==> src/rtl/updown_step_ctrl_pkg.sv <==
// ----------------------------------------------------------------------------
// updown_step_ctrl_pkg
//   Shared definitions for the up/down step controller:
//     - state_t : controller FSM state encodings (2-bit)
//     - dir_t   : active step direction
//     - DEF_*   : default timing constants for a 50 MHz system clock
//     - cnt_width() : width helper for cycle counters
// ----------------------------------------------------------------------------
package updown_step_ctrl_pkg;

    typedef enum logic [1:0] {
        ST_IDLE   = 2'd0,
        ST_DELAY  = 2'd1,
        ST_REPEAT = 2'd2,
        ST_BLOCK  = 2'd3
    } state_t;

    typedef enum logic {
        DIR_UP = 1'b0,
        DIR_DN = 1'b1
    } dir_t;

    localparam int          DEF_WIDTH           = 16;
    localparam logic [15:0] DEF_INIT            = 16'h05ec;
    localparam int          DEF_DEBOUNCE_CYCLES = 1_000_000;  // 20 ms
    localparam int          DEF_REPEAT_DELAY    = 25_000_000; // 500 ms
    localparam int          DEF_REPEAT_PERIOD   = 5_000_000;  // 100 ms
    localparam int          DEF_CLICK_CYCLES    = 2_500_000;  // 50 ms

    // Width of a counter that only ever holds 0 .. n-1. Never narrower than
    // one bit so that degenerate parameter values still elaborate.
    function automatic int cnt_width(input int n);
        return (n > 1) ? $clog2(n) : 1;
    endfunction

endpackage

==> src/rtl/updown_step_ctrl_btn_debounce.sv <==
// ----------------------------------------------------------------------------
// updown_step_ctrl_btn_debounce
//   Brings one raw, asynchronous, active-low push button into the clock
//   domain and debounces it.
//
//   Ports
//     clk      in  1  system clock
//     reset    in  1  asynchronous reset, active-low
//     raw_n    in  1  raw button level, 0 = pushed, asynchronous to clk
//     pressed  out 1  debounced level, 1 = pushed
//
//   The debounced level changes only after the synchronised level has
//   disagreed with it for DEBOUNCE_CYCLES consecutive cycles; a single
//   cycle of agreement restarts the count. Synchroniser (2 cycles) plus
//   the stability count give a press-to-pressed latency of
//   DEBOUNCE_CYCLES + 2 cycles.
// ----------------------------------------------------------------------------
module updown_step_ctrl_btn_debounce
    import updown_step_ctrl_pkg::*;
#(
    parameter int DEBOUNCE_CYCLES = DEF_DEBOUNCE_CYCLES
) (
    input  logic clk,
    input  logic reset,
    input  logic raw_n,
    output logic pressed
);

    localparam int CW = cnt_width(DEBOUNCE_CYCLES);

    logic          r_sync1;
    logic          r_sync2;
    logic          r_pressed;
    logic [CW-1:0] r_cnt;
    logic          w_level;
    logic          w_differs;

    // Synchroniser resets to "released" so a button held through reset is
    // seen as a fresh press once reset is removed.
    always_ff @(posedge clk or negedge reset) begin
        if (!reset) begin
            r_sync1 <= 1'b1;
            r_sync2 <= 1'b1;
        end else begin
            r_sync1 <= raw_n;
            r_sync2 <= r_sync1;
        end
    end

    assign w_level   = ~r_sync2;
    assign w_differs = (w_level != r_pressed);

    always_ff @(posedge clk or negedge reset) begin
        if (!reset) begin
            r_pressed <= 1'b0;
            r_cnt     <= '0;
        end else if (w_differs) begin
            if (r_cnt == CW'(DEBOUNCE_CYCLES - 1)) begin
                r_pressed <= w_level;
                r_cnt     <= '0;
            end else begin
                r_cnt <= r_cnt + CW'(1);
            end
        end else begin
            r_cnt <= '0;
        end
    end

    assign pressed = r_pressed;

endmodule

==> src/rtl/updown_step_ctrl.sv <==
// ----------------------------------------------------------------------------
// updown_step_ctrl
//   Sequences the board's display counter from two active-low push buttons:
//   debounces both buttons, issues a single step on press, then auto-repeat
//   steps while the button stays held, and requests a click tone per step.
//
//   Ports
//     clk        in  1      system clock (50 MHz)
//     reset      in  1      asynchronous reset, active-low
//     btn_up_n   in  1      raw up button, 0 = pushed, asynchronous
//     btn_dn_n   in  1      raw down button, 0 = pushed, asynchronous
//     step_up    out 1      one-cycle pulse on the edge count increments
//     step_dn    out 1      one-cycle pulse on the edge count decrements
//     count      out WIDTH  counter value feeding the 7-segment driver
//     click      out 1      beep request, high CLICK_CYCLES after each step
//     dbg_state  out 2      current controller state
//
//   State machine
//     IDLE   : single press -> step, DELAY; both pressed -> BLOCK
//     DELAY  : wait REPEAT_DELAY cycles, then step and enter REPEAT
//     REPEAT : step every REPEAT_PERIOD cycles
//     BLOCK  : no stepping until both buttons are released
//   In DELAY/REPEAT, pressing the other button wins over releasing the
//   active one and over a timer expiry in the same cycle.
// ----------------------------------------------------------------------------
module updown_step_ctrl
    import updown_step_ctrl_pkg::*;
#(
    parameter int               WIDTH           = DEF_WIDTH,
    parameter logic [WIDTH-1:0] INIT            = DEF_INIT,
    parameter int               DEBOUNCE_CYCLES = DEF_DEBOUNCE_CYCLES,
    parameter int               REPEAT_DELAY    = DEF_REPEAT_DELAY,
    parameter int               REPEAT_PERIOD   = DEF_REPEAT_PERIOD,
    parameter int               CLICK_CYCLES    = DEF_CLICK_CYCLES
) (
    input  logic             clk,
    input  logic             reset,
    input  logic             btn_up_n,
    input  logic             btn_dn_n,
    output logic             step_up,
    output logic             step_dn,
    output logic [WIDTH-1:0] count,
    output logic             click,
    output state_t           dbg_state
);

    // One timer serves both DELAY and REPEAT, so it is sized for the larger.
    localparam int TMR_MAX = (REPEAT_DELAY > REPEAT_PERIOD) ? REPEAT_DELAY
                                                            : REPEAT_PERIOD;
    localparam int TW      = cnt_width(TMR_MAX);
    localparam int KW      = cnt_width(CLICK_CYCLES);

    // ------------------------------------------------------------------
    // Button conditioning
    // ------------------------------------------------------------------
    logic w_up;
    logic w_dn;

    updown_step_ctrl_btn_debounce #(
        .DEBOUNCE_CYCLES (DEBOUNCE_CYCLES)
    ) u_deb_up (
        .clk     (clk),
        .reset   (reset),
        .raw_n   (btn_up_n),
        .pressed (w_up)
    );

    updown_step_ctrl_btn_debounce #(
        .DEBOUNCE_CYCLES (DEBOUNCE_CYCLES)
    ) u_deb_dn (
        .clk     (clk),
        .reset   (reset),
        .raw_n   (btn_dn_n),
        .pressed (w_dn)
    );

    // ------------------------------------------------------------------
    // Controller state
    // ------------------------------------------------------------------
    state_t           r_state;
    dir_t             r_dir;
    logic [TW-1:0]    r_timer;
    logic             r_step_up;
    logic             r_step_dn;
    logic [WIDTH-1:0] r_count;
    logic             r_click;
    logic [KW-1:0]    r_click_cnt;

    state_t           w_state_nxt;
    dir_t             w_dir_nxt;
    logic [TW-1:0]    w_timer_nxt;
    logic             w_step_up;
    logic             w_step_dn;
    logic             w_active;
    logic             w_other;
    logic             w_step_any;

    // Button that owns the current press, and the opposing one.
    assign w_active = (r_dir == DIR_UP) ? w_up : w_dn;
    assign w_other  = (r_dir == DIR_UP) ? w_dn : w_up;

    always_ff @(posedge clk or negedge reset) begin
        if (!reset) begin
            r_state <= ST_IDLE;
            r_dir   <= DIR_UP;
            r_timer <= '0;
        end else begin
            r_state <= w_state_nxt;
            r_dir   <= w_dir_nxt;
            r_timer <= w_timer_nxt;
        end
    end

    always_comb begin
        w_state_nxt = r_state;
        w_dir_nxt   = r_dir;
        w_timer_nxt = '0;
        w_step_up   = 1'b0;
        w_step_dn   = 1'b0;

        unique case (r_state)
            ST_IDLE: begin
                if (w_up && w_dn) begin
                    w_state_nxt = ST_BLOCK;
                end else if (w_up) begin
                    w_step_up   = 1'b1;
                    w_dir_nxt   = DIR_UP;
                    w_state_nxt = ST_DELAY;
                end else if (w_dn) begin
                    w_step_dn   = 1'b1;
                    w_dir_nxt   = DIR_DN;
                    w_state_nxt = ST_DELAY;
                end
            end

            ST_DELAY: begin
                if (w_other) begin
                    w_state_nxt = ST_BLOCK;
                end else if (!w_active) begin
                    w_state_nxt = ST_IDLE;
                end else if (r_timer == TW'(REPEAT_DELAY - 1)) begin
                    w_step_up   = (r_dir == DIR_UP);
                    w_step_dn   = (r_dir == DIR_DN);
                    w_state_nxt = ST_REPEAT;
                end else begin
                    w_timer_nxt = r_timer + TW'(1);
                end
            end

            ST_REPEAT: begin
                if (w_other) begin
                    w_state_nxt = ST_BLOCK;
                end else if (!w_active) begin
                    w_state_nxt = ST_IDLE;
                end else if (r_timer == TW'(REPEAT_PERIOD - 1)) begin
                    // Timer restarts from 0 after each repeat step.
                    w_step_up = (r_dir == DIR_UP);
                    w_step_dn = (r_dir == DIR_DN);
                end else begin
                    w_timer_nxt = r_timer + TW'(1);
                end
            end

            ST_BLOCK: begin
                if (!w_up && !w_dn) begin
                    w_state_nxt = ST_IDLE;
                end
            end

            default: begin
                w_state_nxt = ST_IDLE;
            end
        endcase
    end

    // ------------------------------------------------------------------
    // Step pulses and counter: the pulse and the count change on one edge.
    // ------------------------------------------------------------------
    always_ff @(posedge clk or negedge reset) begin
        if (!reset) begin
            r_step_up <= 1'b0;
            r_step_dn <= 1'b0;
            r_count   <= INIT;
        end else begin
            r_step_up <= w_step_up;
            r_step_dn <= w_step_dn;
            if (w_step_up) begin
                r_count <= r_count + WIDTH'(1);
            end else if (w_step_dn) begin
                r_count <= r_count - WIDTH'(1);
            end
        end
    end

    // ------------------------------------------------------------------
    // Click request: every step (re)starts a full CLICK_CYCLES window.
    // ------------------------------------------------------------------
    assign w_step_any = w_step_up | w_step_dn;

    always_ff @(posedge clk or negedge reset) begin
        if (!reset) begin
            r_click     <= 1'b0;
            r_click_cnt <= '0;
        end else if (w_step_any) begin
            r_click     <= 1'b1;
            r_click_cnt <= '0;
        end else if (r_click) begin
            if (r_click_cnt == KW'(CLICK_CYCLES - 1)) begin
                r_click     <= 1'b0;
                r_click_cnt <= '0;
            end else begin
                r_click_cnt <= r_click_cnt + KW'(1);
            end
        end
    end

    assign step_up   = r_step_up;
    assign step_dn   = r_step_dn;
    assign count     = r_count;
    assign click     = r_click;
    assign dbg_state = r_state;

endmodule

==> config.mk <==
export PLATFORM = sky130hd
export DESIGN_NAME = updown_step_ctrl
export DESIGN_NICKNAME = d
export VERILOG_FILES = /design/src/rtl/updown_step_ctrl_pkg.sv /design/src/rtl/updown_step_ctrl_btn_debounce.sv /design/src/rtl/updown_step_ctrl.sv
export SDC_FILE = /design/constraint.sdc
export NUM_CORES = 1
export LEC_CHECK = 0
export ABC_AREA = 1
export BUFFER_PORTS_ARGS = -buffer_cell sky130_fd_sc_hd__clkbuf_2
export CAP_MARGIN = 20
export CORE_MARGIN = 4
export CORE_UTILIZATION = 35
export CTS_CLUSTER_DIAMETER = 60
export DETAILED_ROUTE_END_ITERATION = 10
export GPL_TIMING_DRIVEN = 1
export SLEW_MARGIN = 30
export SYNTH_ARGS = -nofsm -noshare
export SYNTH_HDL_FRONTEND = slang
export SYNTH_SLANG_ARGS = --single-unit
export TNS_END_PERCENT = 30
==> constraint.sdc <==
create_clock -name clk -period 3.4 [get_ports clk]
set_input_delay 0.17 -clock clk [delete_from_list [all_inputs] [get_ports clk]]
set_output_delay 0.17 -clock clk [all_outputs]
set_load 0.02 [all_outputs]
==> reports/results.ini <==
[grt]
grt_pass1_wl_mm = 24.1
overflow = 0
first_global_vias = 5314
grt_usage = 0.134
grt_max_degree = 59
antenna_found_initial = 0

[setup_path]
arrival_ps = 3390
path_class = reg2reg
crit_slowest_cell = fa_1
critPathCapture = count[12]
cp_slowest_stage_delay_ps = 410
crit_buf_inv = 2
cp_common_cell = nand2_1
end_kind = register
crit_chain = ha_2 -> nand3_2 -> inv_1 -> nand2_1 -> nor2_1 -> nand3_1 -> nand2_1 -> nand2_1 -> nand2_2 -> nand2_4 -> inv_1 -> fa_1 -> nand3b_1 -> nand2_1 -> a21oi_1 -> o21ai_1 -> a21oi_1 -> or2_2 -> nand3_1 -> nand2_1
start_kind = register
required_ps = 3710
cp_top_family = simple AND/OR/NAND/NOR gates
crit_cells = 20
cp_max_fo = 10
worstReg2RegEnd = count[12]
reg2reg_from = r_timer[0]
crit_start = r_timer[0]
ff2ff_path_depth = 20
rrSetupSlack_ps = 320

[placement]
io_buffers = 24
dp_hpwl_mm = 9.88
dp_cells = 1147
placed_area_mm2 = 0.00722
gp_congestion = 0.830

[cts]
clk_pin_slew_ps = 60
cts_tree = built
clock_latency_ps = 420
cts_setup_buffers = 0
cts.sinks = 115
cts_made_buffers = 17
cts_root_buf = clkbuf_16
cts_max_path_buffers = 2
h-tree-depth = 4

[timing]
setup_violations = 0
finalSetupTns_ps = 0
rsz0062_at_grt = false
finalCritPeriodShare = 0.906
skew_ps = 10.6
fmax_mhz = 325
tightest_slew_ps = 738
min_period_ps = 3080
drv_slew = 0
hold_violations = 0
max_slew_margin = 0.508

[routing]
drt_iter0_drc = 300
routed_wl_mm = 13.8
viasPerCell = 4.62
via_count = 5456
first_pass_iters = 5
routedWlPerCell_um = 11.7
final_antenna_net_count = 0
route.detailed.drc = 0

[run_status]
status = complete, no violations

[floorplan]
core_area_mm2 = 0.0189
rows = 50
die_y_um = 147
initial_core_util = 0.359
ios = 25
die_w_um = 147
die_area_mm2 = 0.0217

[power]
p_per_area_mw_per_mm2 = 414
leakagePower_nw = 3.65
ir_drop_mv = 0.252

[yosys]
yosys.area.top_type = dfrtp_1
syn_inst = 864
synth-seq-area-share = 0.427
yosysWarningCount = 0
synth.distinct_cells = 43
synth_area_leaders = dfrtp_1, nand2_1, inv_1, nor2_1, ha_1
synth_top_area_frac = 0.384
syn_area_per_cell_um2 = 7.84
synthesis.area_mm2 = 0.00678
synth_seq_cells = 115
synth.net_count = 898

[final_layout]
final_cells = 1182
n_antenna_cell = 0
nFillCells = 1909
drive_gt1_frac = 0.130
syn2layout_area_growth_pct = 16.0
fin_area_mm2 = 0.00786
nNetsFinal = 943

[hold_path]
hold_class = in2async

[flow_run]
max_cap_violations = 0

metrics by stage:
| stage | hold WS, ps | setup WS (ps) | power, mW | util |
|---|---|---|---|---|
| global route | 365 | 21.6 | 3.38 | 0.416 |
| detailed placement | 268 | 219 | 1.47 | 0.382 |
| finish | 357 | 319 | 3.25 | 0.416 |
| CTS | 359 | 205 | 3.30 | 0.416 |
| global placement | 270 | 342 | 1.47 | 0.382 |
| floorplan | -126 | 410 | 1.43 | - |
metal layers:
metal | GRT usage | vias up | wire (um)
li1 | - | 2883 | -
met2 | 0.220 | 57 | 6340
met4 | 0.0517 | 0 | 208
met1 | 0.173 | 2500 | 6950
met3 | 0.0287 | 16 | 311
met5 | 0 | - | 0
how the worst min path moves through the flow:
stage / slack (ps) / to / cells after the start / startpoint
final: 360 / count[0] / 2 / reset
after global routing: 360 / u_deb_dn.r_sync2 / 0 / u_deb_dn.r_sync1
after CTS: 360 / u_deb_dn.r_sync2 / 0 / u_deb_dn.r_sync1
after detailed placement: 270 / u_deb_dn.r_sync1 / 1 / btn_dn_n
after global placement: 270 / u_deb_dn.r_sync1 / 1 / btn_dn_n
after floorplan: -130 / click / 0 / reset
cell usage in the layout, fill, tap and decap left out, types with 4 or more instances in the layout:
cell       synthesis  routed
inv_1            119     119
nor4_1             6       6
nand2_2           10      10
xor2_1            30      30
ha_1              29      28
nor2_1           113     112
inv_6              1       5
o21ai_0           36      34
nand4_1           14      14
buf_4              0       6
nor3_2             6       6
nor3_1            16      16
dfrtp_1          104     104
o21ai_2           11      11
a31oi_1            4       4
clkbuf_2           0      23
a211oi_1           5       5
nand3b_1           5       5
nor2_2             9      10
a21oi_1           54      53
nand3_1           50      50
xnor2_1           17      17
clkbuf_16          0      17
o21ai_1            3       5
dfstp_2           11      11
nand2_1          180     180
power by group:
part / internal [mW] / switching [mW] / total, mW
Sequential: 1.38 / 0.00558 / 1.39
Combinational: 0.0142 / 0.0429 / 0.0572
Clock: 1.13 / 0.684 / 1.81
cells by family after synthesis:
group	count (synthesis)	synth area share
adder cells (fa/ha/maj)	30	0.0565
AND/OR/NAND/NOR	416	0.273
AO/OA/AOI/OAI	128	0.109
buffers and inverters	128	0.0742
XOR/XNOR	47	0.0607
flip-flops	115	0.427
cell usage after synthesis (all sizes together):
cell type and n:
a211oi 5, a21boi 1, a21o 3, a21oi 54, a221oi 1, a2bb2oi 1
a31oi 4, buf 4, clkbuf 2, dfrtp 104, dfstp 11, fa 1
ha 29, inv 122, nand2 192, nand3 52, nand3b 5, nand4 14
nor2 122, nor3 22, nor3b 1, nor4 7, o211a 1, o211ai 1
o21a 2, o21ai 50, o22ai 3, o31ai 2, or2 1, xnor2 17
xor2 30
repair_timing:
| action | CTS | global route |
|---|---|---|
| gates resized for setup | 0 | 5 |
| hold endpoints to repair | 53 | 0 |
| setup endpoints to repair | 0 | 2 |
| hold buffers | 3 | 0 |
flip-flops by register name, summed over array words and instances, names as in the netlist, 2 cells and up:
name and count:
dbg_state 2, r_click_cnt 22, u_deb_dn.r_cnt 20, u_deb_up.r_cnt 20, count 16, r_timer 25
area by class of cell:
cell class / instances / area (um2) / share of cell area
Clock buffer: 19 / 453 / 0.0576
Clock inverter: 13 / 149 / 0.0189
Inverter: 122 / 463 / 0.0589
Multi-Input combinational cell: 621 / 3390 / 0.431
Sequential cell: 115 / 2890 / 0.368
Tap cell: 260 / 325 / 0.0414
Timing Repair Buffer: 32 / 190 / 0.0242
Power figures use the tool's default switching activity.
